**src/rtl/writeback_arbiter_pkg.sv**
```systemverilog
// Shared widths and the writeback-result payload for the writeback arbiter.
package writeback_arbiter_pkg;

  localparam int unsigned REG_ADDR_W = 5;
  localparam int unsigned XLEN       = 32;
  localparam int unsigned NUM_REGS   = 32;

  typedef struct packed {
    logic                  valid;
    logic [REG_ADDR_W-1:0] rd;
    logic [XLEN-1:0]       data;
  } wb_result_t;

endpackage

```
**src/rtl/wb_scoreboard.sv**
```systemverilog
// Busy-register scoreboard: tracks destinations of in-flight multi-cycle ops
// and flags decode-stage sources that still await their write.
module wb_scoreboard
  import writeback_arbiter_pkg::*;
(
  input  logic                  clk,
  input  logic                  rstN,
  input  logic                  set_valid_i,
  input  logic [REG_ADDR_W-1:0] set_rd_i,
  input  logic                  clr_valid_i,
  input  logic [REG_ADDR_W-1:0] clr_rd_i,
  input  logic [REG_ADDR_W-1:0] rd_addr1_i,
  input  logic [REG_ADDR_W-1:0] rd_addr2_i,
  output logic                  hazard1_c_o,
  output logic                  hazard2_c_o
);

  logic [NUM_REGS-1:0] busy_q;
  logic [NUM_REGS-1:0] busy_d;

  // Clear first so a same-cycle set of the same register wins; x0 never busy.
  always_comb begin
    busy_d = busy_q;
    if (clr_valid_i) begin
      busy_d[clr_rd_i] = 1'b0;
    end
    if (set_valid_i && (set_rd_i != '0)) begin
      busy_d[set_rd_i] = 1'b1;
    end
    busy_d[0] = 1'b0;
  end

  always_ff @(posedge clk or negedge rstN) begin
    if (!rstN) begin
      busy_q <= '0;
    end else begin
      busy_q <= busy_d;
    end
  end

  assign hazard1_c_o = busy_q[rd_addr1_i];
  assign hazard2_c_o = busy_q[rd_addr2_i];

endmodule

```
**src/rtl/writeback_arbiter.sv**
```systemverilog
// Register-file writeback arbiter: ALU > skid buffer > direct mem result,
// one-cycle registered write port. Define WB_BYPASS_EN to add operand forwarding.
module writeback_arbiter
  import writeback_arbiter_pkg::*;
(
  input  logic                  clk,
  input  logic                  rstN,
  input  logic                  aluValid,
  input  logic [REG_ADDR_W-1:0] aluRd,
  input  logic [XLEN-1:0]       aluData,
  input  logic                  memValid,
  input  logic [REG_ADDR_W-1:0] memRd,
  input  logic [XLEN-1:0]       memData,
  output logic                  memReady,
  input  logic                  issueValid,
  input  logic [REG_ADDR_W-1:0] issueRd,
  input  logic [REG_ADDR_W-1:0] readAddress1,
  input  logic [REG_ADDR_W-1:0] readAddress2,
  output logic                  hazard1,
  output logic                  hazard2,
`ifdef WB_BYPASS_EN
  input  logic [XLEN-1:0]       rfData1,
  input  logic [XLEN-1:0]       rfData2,
  output logic [XLEN-1:0]       fwdData1,
  output logic [XLEN-1:0]       fwdData2,
`endif
  output logic                  writeEnable,
  output logic [REG_ADDR_W-1:0] writeAddress,
  output logic [XLEN-1:0]       writeData
);

  wb_result_t skid_q, skid_d;
  wb_result_t wr_q, wr_d;
  wb_result_t mem_in_c;
  wb_result_t commit_c;
  logic       mem_accept_c;
  logic       mem_commit_c;

  assign memReady     = ~skid_q.valid;
  assign mem_accept_c = memValid & ~skid_q.valid;
  assign mem_in_c     = '{valid: memValid, rd: memRd, data: memData};

  // Pick one result to commit; a mem result beaten by the ALU parks in the skid.
  always_comb begin
    skid_d       = skid_q;
    wr_d         = wr_q;
    wr_d.valid   = 1'b0;
    commit_c     = '0;
    mem_commit_c = 1'b0;
    if (aluValid) begin
      commit_c = '{valid: 1'b1, rd: aluRd, data: aluData};
      if (mem_accept_c) begin
        skid_d = mem_in_c;
      end
    end else if (skid_q.valid) begin
      commit_c     = skid_q;
      mem_commit_c = 1'b1;
      skid_d.valid = 1'b0;
    end else if (mem_accept_c) begin
      commit_c     = mem_in_c;
      mem_commit_c = 1'b1;
    end
    // x0 results are consumed without touching the held address/data.
    if (commit_c.valid && (commit_c.rd != '0)) begin
      wr_d = commit_c;
    end
  end

  always_ff @(posedge clk or negedge rstN) begin
    if (!rstN) begin
      skid_q <= '0;
      wr_q   <= '0;
    end else begin
      skid_q <= skid_d;
      wr_q   <= wr_d;
    end
  end

  assign writeEnable  = wr_q.valid;
  assign writeAddress = wr_q.rd;
  assign writeData    = wr_q.data;

  wb_scoreboard u_scoreboard (
    .clk         (clk),
    .rstN        (rstN),
    .set_valid_i (issueValid),
    .set_rd_i    (issueRd),
    .clr_valid_i (mem_commit_c),
    .clr_rd_i    (commit_c.rd),
    .rd_addr1_i  (readAddress1),
    .rd_addr2_i  (readAddress2),
    .hazard1_c_o (hazard1),
    .hazard2_c_o (hazard2)
  );

`ifdef WB_BYPASS_EN
  // Forward the value being written this cycle so decode sees it early.
  assign fwdData1 = (wr_q.valid && (wr_q.rd == readAddress1) && (readAddress1 != '0))
                    ? wr_q.data : rfData1;
  assign fwdData2 = (wr_q.valid && (wr_q.rd == readAddress2) && (readAddress2 != '0))
                    ? wr_q.data : rfData2;
`endif

endmodule

```
**config.mk**
```make
export PLATFORM = sky130hd
export DESIGN_NAME = writeback_arbiter
export DESIGN_NICKNAME = d
export VERILOG_FILES = /design/src/rtl/writeback_arbiter_pkg.sv /design/src/rtl/wb_scoreboard.sv /design/src/rtl/writeback_arbiter.sv
export SDC_FILE = /design/constraint.sdc
export NUM_CORES = 1
export LEC_CHECK = 0
export CAP_MARGIN = 25
export CORE_MARGIN = 2
export CORE_UTILIZATION = 45
export DETAILED_ROUTE_END_ITERATION = 16
export GPL_ROUTABILITY_DRIVEN = 0
export PLACE_DENSITY = 0.75
export SETUP_SLACK_MARGIN = 0.2
export SLEW_MARGIN = 20
export SYNTH_ARGS = -nofsm -noshare
export SYNTH_HDL_FRONTEND = slang
export SYNTH_SLANG_ARGS = --single-unit
```
**constraint.sdc**
```tcl
create_clock -name clk -period 2.7 [get_ports clk]
set_input_delay 0.27 -clock clk [delete_from_list [all_inputs] [get_ports clk]]
set_output_delay 0.27 -clock clk [all_outputs]
set_load 0.03 [all_outputs]
```
==> impl_metrics.tcl, run 1 <==
set metrics [dict create \
    status "finished clean" \
    nFillCells 954 \
    layout_common_cells "clkdlybuf4s50_1 (128), dfrtp_1 (107), o21ai_0 (97), mux2_2 (44), nand2_1 (39)" \
    crit_top_cell "mux4_2" \
    period_needed_ns 2.46 \
    drv_cap 0 \
    muxShareOfSynthArea 0.241 \
    slew-limit-headroom 0.401 \
    grt_usage 0.230 \
    drive_above_1_share 0.228 \
    period_share 0.911 \
    cp-end-kind "output pin" \
    synth_seq_area_share 0.483 \
    cts_root_buf "clkbuf_16" \
    ys_seq_elements 107 \
    io_buffer_count 134 \
    synth_compound_area_frac 0.140 \
    crit_chain "clkdlybuf4s15_1 > bufbuf_16 > mux4_2 > mux4_2 > mux2_2 > buf_4" \
    hold_class "in -> reg" \
    core_um2 12000 \
    clk-insertion-delay-late_ns 0.35 \
    drtPass1Iterations 5 \
    place_ws_ns -0.353 \
    synth_fa_ha_area_frac 0 \
    postCtsSetupRepairBufs 0 \
    max_freq_ghz 0.406 \
    clockBufferDepth 2 \
    synth_top_area_cell "dfrtp_1" \
    power.density_nw_per_um2 640 \
    routed_via_density 5.82 \
    use_met1 0.287 \
    vias 4479 \
    slowest_stage "mux4_2" \
    htree_levels 3 \
    setup_viol 0 \
    initial_core_util 0.462 \
    p_leak_nw 3.24 \
    stdcell_count 770 \
    drt_drc_violations_left 0 \
    cp.required_ns 2.43 \
    ant_nets 0 \
    worst-path-max-fanout 4 \
    nets 712 \
    cts_tree "built" \
    rsz0062_at_grt "no" \
    yosys.area_share.simple 0.106 \
    finalHoldViolCount 0 \
    placementRows 40 \
    fin_worst_skew_ns 0.00859 \
    path_buf_inv 3 \
    antenna_found_initial 0 \
    ys_top_cells_by_area "dfrtp_1 (48%), mux2_2 (8.9%), o21ai_0 (8.8%), mux2_4 (7.9%), mux4_2 (7.3%)" \
    place_hpwl_mm 10.2 \
    final_common_cell "clkdlybuf4s50_1" \
    peakVddDrop_mv 0.270 \
    avgSynthCellArea_um2 11.5 \
    critPathTopFamily "multiplexers" \
    ioPinCount 135 \
    die_x_um 115 \
    post_synth_num_cell_types 31 \
    syn2layout_area_growth_pct 34.9 \
    fin_ws_ns 0.240 \
    worst_slew_pin_slew_ns 0.890 \
    final_max_slew_viol_count 0 \
    clock-sinks 107 \
    grt_pass1_wl_mm 23.8 \
    clk_pin_slew_ns 0.07 \
    synthXorXnorAreaFrac 0 \
    fp.dieArea_um2 13200 \
    synth_warnings 0 \
    dp_cells 751 \
    syn-num-nets 578 \
    grt-busiest-layer "met2" \
    overflow 0 \
    p_total_mw 4.78 \
    cp_data_arrival_time_ns 2.19 \
    routed_wl_mm 14.6 \
    grt_pass1_vias 4727 \
    yosysTopAreaCellShare 0.483 \
    r2r_slack_ns 0.42 \
    start_kind "input pin" \
    crit_type "in -> out" \
    diodes 0 \
    grt_use_met2 0.388 \
    fp.dieH_um 115 \
    wire_per_inst_um 19.0 \
    synth_top_family_by_area "multiplexers" \
    grt_util_met3 0.0522 \
    drt_iter0_drc 312 \
    critPathMaxStageDelay_ns 0.48 \
    grt_max_degree 68 \
    syn-cell-area_um2 5540 \
    cts_buffers 9 \
    synthCells 484 \
]
==> sequential cells by signal (all words and copies together) (netlist names) <==
register and flops:
u_scoreboard.busy_q 31, writeEnable 1, writeAddress 5, skid_q 38, writeData 32
==> per-layer routing <==
layer	vias to the layer above	routed length (um)
li1	2045	-
met1	2196	5980
met2	207	7140
met3	31	1140
met4	0	361
met5	-	0
==> worst register-to-register path, cell delays in order, from the launching register on <==
cell and delay, ns:
dfrtp_1 0.54, or3b_2 0.53, a21oi_1 0.20, o21ai_0 0.36, o21ai_0 0.34, o21ai_0 0.16
==> power by group <==
part	leakage [nW]	internal (mW)	switching, mW
Sequential	1.28	1.91	0.220
Clock	0.146	0.748	0.591
Combinational	1.81	0.722	0.590
Total	3.24	3.38	1.40
==> final timing paths <==
path | from | end | cells past startpoint
max | readAddress1[0] | hazard1 | 6
min | aluValid | skid_q[37]$_DFFE_PN0P_ | 3
max reg2reg | skid_q[37]$_DFFE_PN0P_ | u_scoreboard.busy_q[28]$_DFF_PN0_ | 5
min reg2reg | writeAddress[1]$_DFFE_PN0P_ | writeAddress[1]$_DFFE_PN0P_ | 1
max in group asynchronous | rstN | writeData[7]$_DFFE_PN0P_ | 3
min in group asynchronous | rstN | writeAddress[3]$_DFFE_PN0P_ | 2
==> kinds of logic after synthesis <==
| group | after synthesis |
|---|---|
| AO/OA/AOI/OAI | 146 |
| buffers and inverters | 34 |
| flip-flops | 107 |
| AND/OR/NAND/NOR | 106 |
| multiplexers | 91 |
==> per-stage QoR <==
stage	instance area [um^2]	utilization	hold WS, ns	setup TNS [ns]
after floorplan	5540	-	-0.0256	0
after global placement	7100	0.591	0.340	-0.622
after detailed placement	7100	0.591	0.356	-0.675
after CTS	7470	0.622	0.375	0
after global routing	7480	0.623	0.406	0
final	7480	0.623	0.379	0
==> repair_timing <==
action	CTS	global route
hold buffers	1	0
endpoints found under the hold margin	52	0
gates resized for setup	14	5
setup endpoints to repair	2	2
cloned	2	0
==> final cells by class <==
cell class / instances / area, um^2 / area share
clock buffers: 11 / 243 / 0.0325
clock inverters: 5 / 60.1 / 0.00803
inverters: 4 / 15.0 / 0.00201
multi-input cells: 343 / 2710 / 0.362
flip-flops and latches: 107 / 2680 / 0.358
well taps: 147 / 184 / 0.0246
repair buffers: 153 / 1590 / 0.213
==> Yosys cell counts (all sizes together) <==
cell type and n:
or3b 6, mux4 18, o21ai 97, nand3b 11, clkbuf 22, o21a 1, a21oi 37, nand3 6
nor3 1, and3 32, a22o 1, a21o 6, or3 3, nand2 39, mux2 73, a22oi 1
inv 4, a2bb2oi 2, a31oi 1, nor2 5, dfrtp 107, buf 8, nand2b 3
(Power assumes the default switching activity.)
==> run 2, diff against run 1 <==
SYNTH_HIERARCHICAL = 1   (was default)
==> run 2 against run 1 <==
Compared with the run above:
- design area up 0.59%
- core utilization down 0.15 points
- critical path depth down 4
- wire length up 2.3%
- cell count up 8.3%
- register-to-register slack about the same
- clock power about the same
- via count up 6.1%
- critical path type is now reg -> out
- highest routed layer unchanged
==> impl_metrics.tcl, run 2 <==
set metrics [dict create \
    status "finished clean" \
    setup_viol 0 \
    clock-sinks 107 \
    largest_register_ffs 38 \
    rsz0062_at_grt "yes" \
    clk-insertion-delay-late_ns 0.33 \
    clockBufferDepth 2 \
    initial_core_util 0.465 \
    top_layer_used "met4" \
    final_max_slew_viol_count 0 \
    post_synth_num_cell_types 32 \
    met1Wirelength_mm 6.05 \
    ys_async_sr_fraction 1.00 \
    final_common_cell "clkdlybuf4s50_1" \
    worst_slew_pin_slew_ns 0.508 \
    ys_top_cells_by_area "dfrtp_1 (48%), o21ai_0 (8.4%), mux2_2 (8.2%), mux2_4 (7.5%), a21oi_1 (4.2%)" \
    syn2layout_area_growth_pct 33.5 \
    routed_wl_mm 15.0 \
    worst-path-max-fanout 17 \
    grt_pass1_vias 5011 \
    wl_met2_mm 7.42 \
    die_x_um 116 \
    drive_above_1_share 0.180 \
    synth_common_cells "dfrtp_1 (107), o21ai_0 (94), a21oi_1 (47), mux2_2 (41), nand2_1 (39)" \
    sw_frac_of_total 0.294 \
    ant_nets 0 \
    drt_iter0_drc 268 \
    routed_via_density 5.70 \
    drtPass1Iterations 5 \
    pwr-share-clk 0.278 \
    wl_met3_mm 1.17 \
    grt_max_degree 52 \
    finalSetupTns_ns 0 \
    fp.dieArea_um2 13400 \
    yosysTopAreaCellShare 0.475 \
    syn-cell-area_um2 5630 \
    p_comb_frac 0.268 \
    crit_type "reg -> out" \
    synth.most_common_cell "dfrtp_1" \
    nFillCells 1007 \
    htree_levels 3 \
    synth_edf_count 0 \
    synth_seq_area_share 0.475 \
    grt_pass1_wl_mm 24.1 \
    cts_buffers 9 \
    peakVddDrop_mv 0.324 \
    vias 4751 \
    synth_warnings 6 \
    cts_root_buf "clkbuf_16" \
    place_area_um2 7220 \
    finish.utilization 0.621 \
    switching_power_mw 1.39 \
    p_leak_nw 3.28 \
    power.density_nw_per_um2 627 \
    internal_power_mw 3.33 \
    worst_r2r_path_depth 6 \
    syn-num-nets 620 \
    ys.flop_type "dfrtp_1" \
    final_area_um2 7520 \
    drv_cap 0 \
    cp.required_ns 2.43 \
    hold_class "in -> reg" \
    core_um2 12100 \
    place_hpwl_mm 10.9 \
    finalHoldViolCount 0 \
    antenna_found_initial 0 \
    slew-limit-headroom 0.661 \
    clk_pin_slew_ns 0.07 \
    ioPinCount 135 \
    p_seq_frac 0.454 \
    grt_usage 0.231 \
    cp_data_arrival_time_ns 2.14 \
    synthCells 526 \
    nets 756 \
    diodes 0 \
    layout_common_cells "clkdlybuf4s50_1 (129), dfrtp_1 (107), o21ai_0 (94), a21oi_1 (47), mux2_2 (41)" \
    placementRows 40 \
    regMostFlops "skid_q" \
    fp.dieH_um 116 \
    io_buffer_count 134 \
    fin_worst_skew_ns 0.00466 \
    overflow 0 \
    cts_tree "built" \
    period_needed_ns 2.41 \
    max_freq_ghz 0.415 \
    avgSynthCellArea_um2 10.7 \
    cp-end-kind "output pin" \
    drt_drc_violations_left 0 \
    period_share 0.892 \
    synth_top_area_cell "dfrtp_1" \
    ys_seq_elements 107 \
    whs_path_depth 3 \
    start_kind "flop" \
    wire_per_inst_um 17.9 \
]
## run 2: repair_timing
item                                   in CTS  in global routing
hold buffers                                1                  0
buffers inserted                            0                  0
endpoints found under the hold margin      35                  0
setup endpoints to repair                   2                  2
gates resized for setup                     2                  1
## run 2: cell families (layout without fill, tap and decap cells)
family / after synthesis / in the layout / share of synthesized area
compound gates: 157 / 157 / 0.150
buf+inv: 36 / 176 / 0.0318
flops: 107 / 107 / 0.475
mux: 93 / 93 / 0.213
simple gates: 133 / 133 / 0.130
## run 2: path summary, 6_finish.rpt
| check | from | end | slack, ns |
|---|---|---|---|
| max reg2reg | skid_q[37]$_DFFE_PN0P_ | u_scoreboard/busy_q[17]$_DFF_PN0_ | 0.43 |
| min reg2reg | skid_q[34]$_DFFE_PN0P_ | skid_q[34]$_DFFE_PN0P_ | 0.51 |
| min in group asynchronous | rstN | writeData[17]$_DFFE_PN0P_ | 0.44 |
| max | skid_q[37]$_DFFE_PN0P_ | memReady | 0.29 |
| min | aluValid | writeAddress[2]$_DFFE_PN0P_ | 0.43 |
| max in group asynchronous | rstN | skid_q[31]$_DFFE_PN0P_ | 1.58 |
## run 2: area by class of cell
cell class              instances  area [um^2]  share of cell area
clock inverters                 2         35.0             0.00466
multi-input cells             383         2780               0.370
repair buffers                156         1540               0.205
flip-flops and latches        107         2680               0.356
well taps                     168          210              0.0279
inverters                       5         18.8             0.00250
clock buffers                  13          260              0.0346
## run 2: worst max-delay path, stage by stage (launching register included)
cell and delay [ns]:
dfrtp_1 0.57, inv_1 0.46, clkdlybuf4s50_1 0.77
## run 2: per-stage QoR
step / total power [mW] / hold WS (ns) / worst slack (ns) / instances
detailed placement: 3.42 / 0.278 / 0.0517 / 818
CTS: 4.74 / 0.426 / 0.286 / 834
floorplan: 2.85 / -0.0256 / 0.761 / 526
global placement: 3.37 / 0.270 / 0.100 / 818
finish: 4.72 / 0.434 / 0.293 / 834
global route: 4.97 / 0.462 / 0.197 / 834
## run 2: power groups by stage
stage / logic [mW] / registers [mW] / clock network, mW
finish: 1.27 / 2.14 / 1.31
CTS: 1.27 / 2.13 / 1.33
global placement: 1.22 / 2.14 / 0
detailed placement: 1.26 / 2.16 / 0
floorplan: 0.645 / 2.21 / 0
global route: 1.38 / 2.17 / 1.42
## run 2: layer usage
layer	global-route usage	vias up
li1	-	2197
met1	0.278	2335
met2	0.397	182
met3	0.0622	37
met4	0.0865	0
met5	0	-
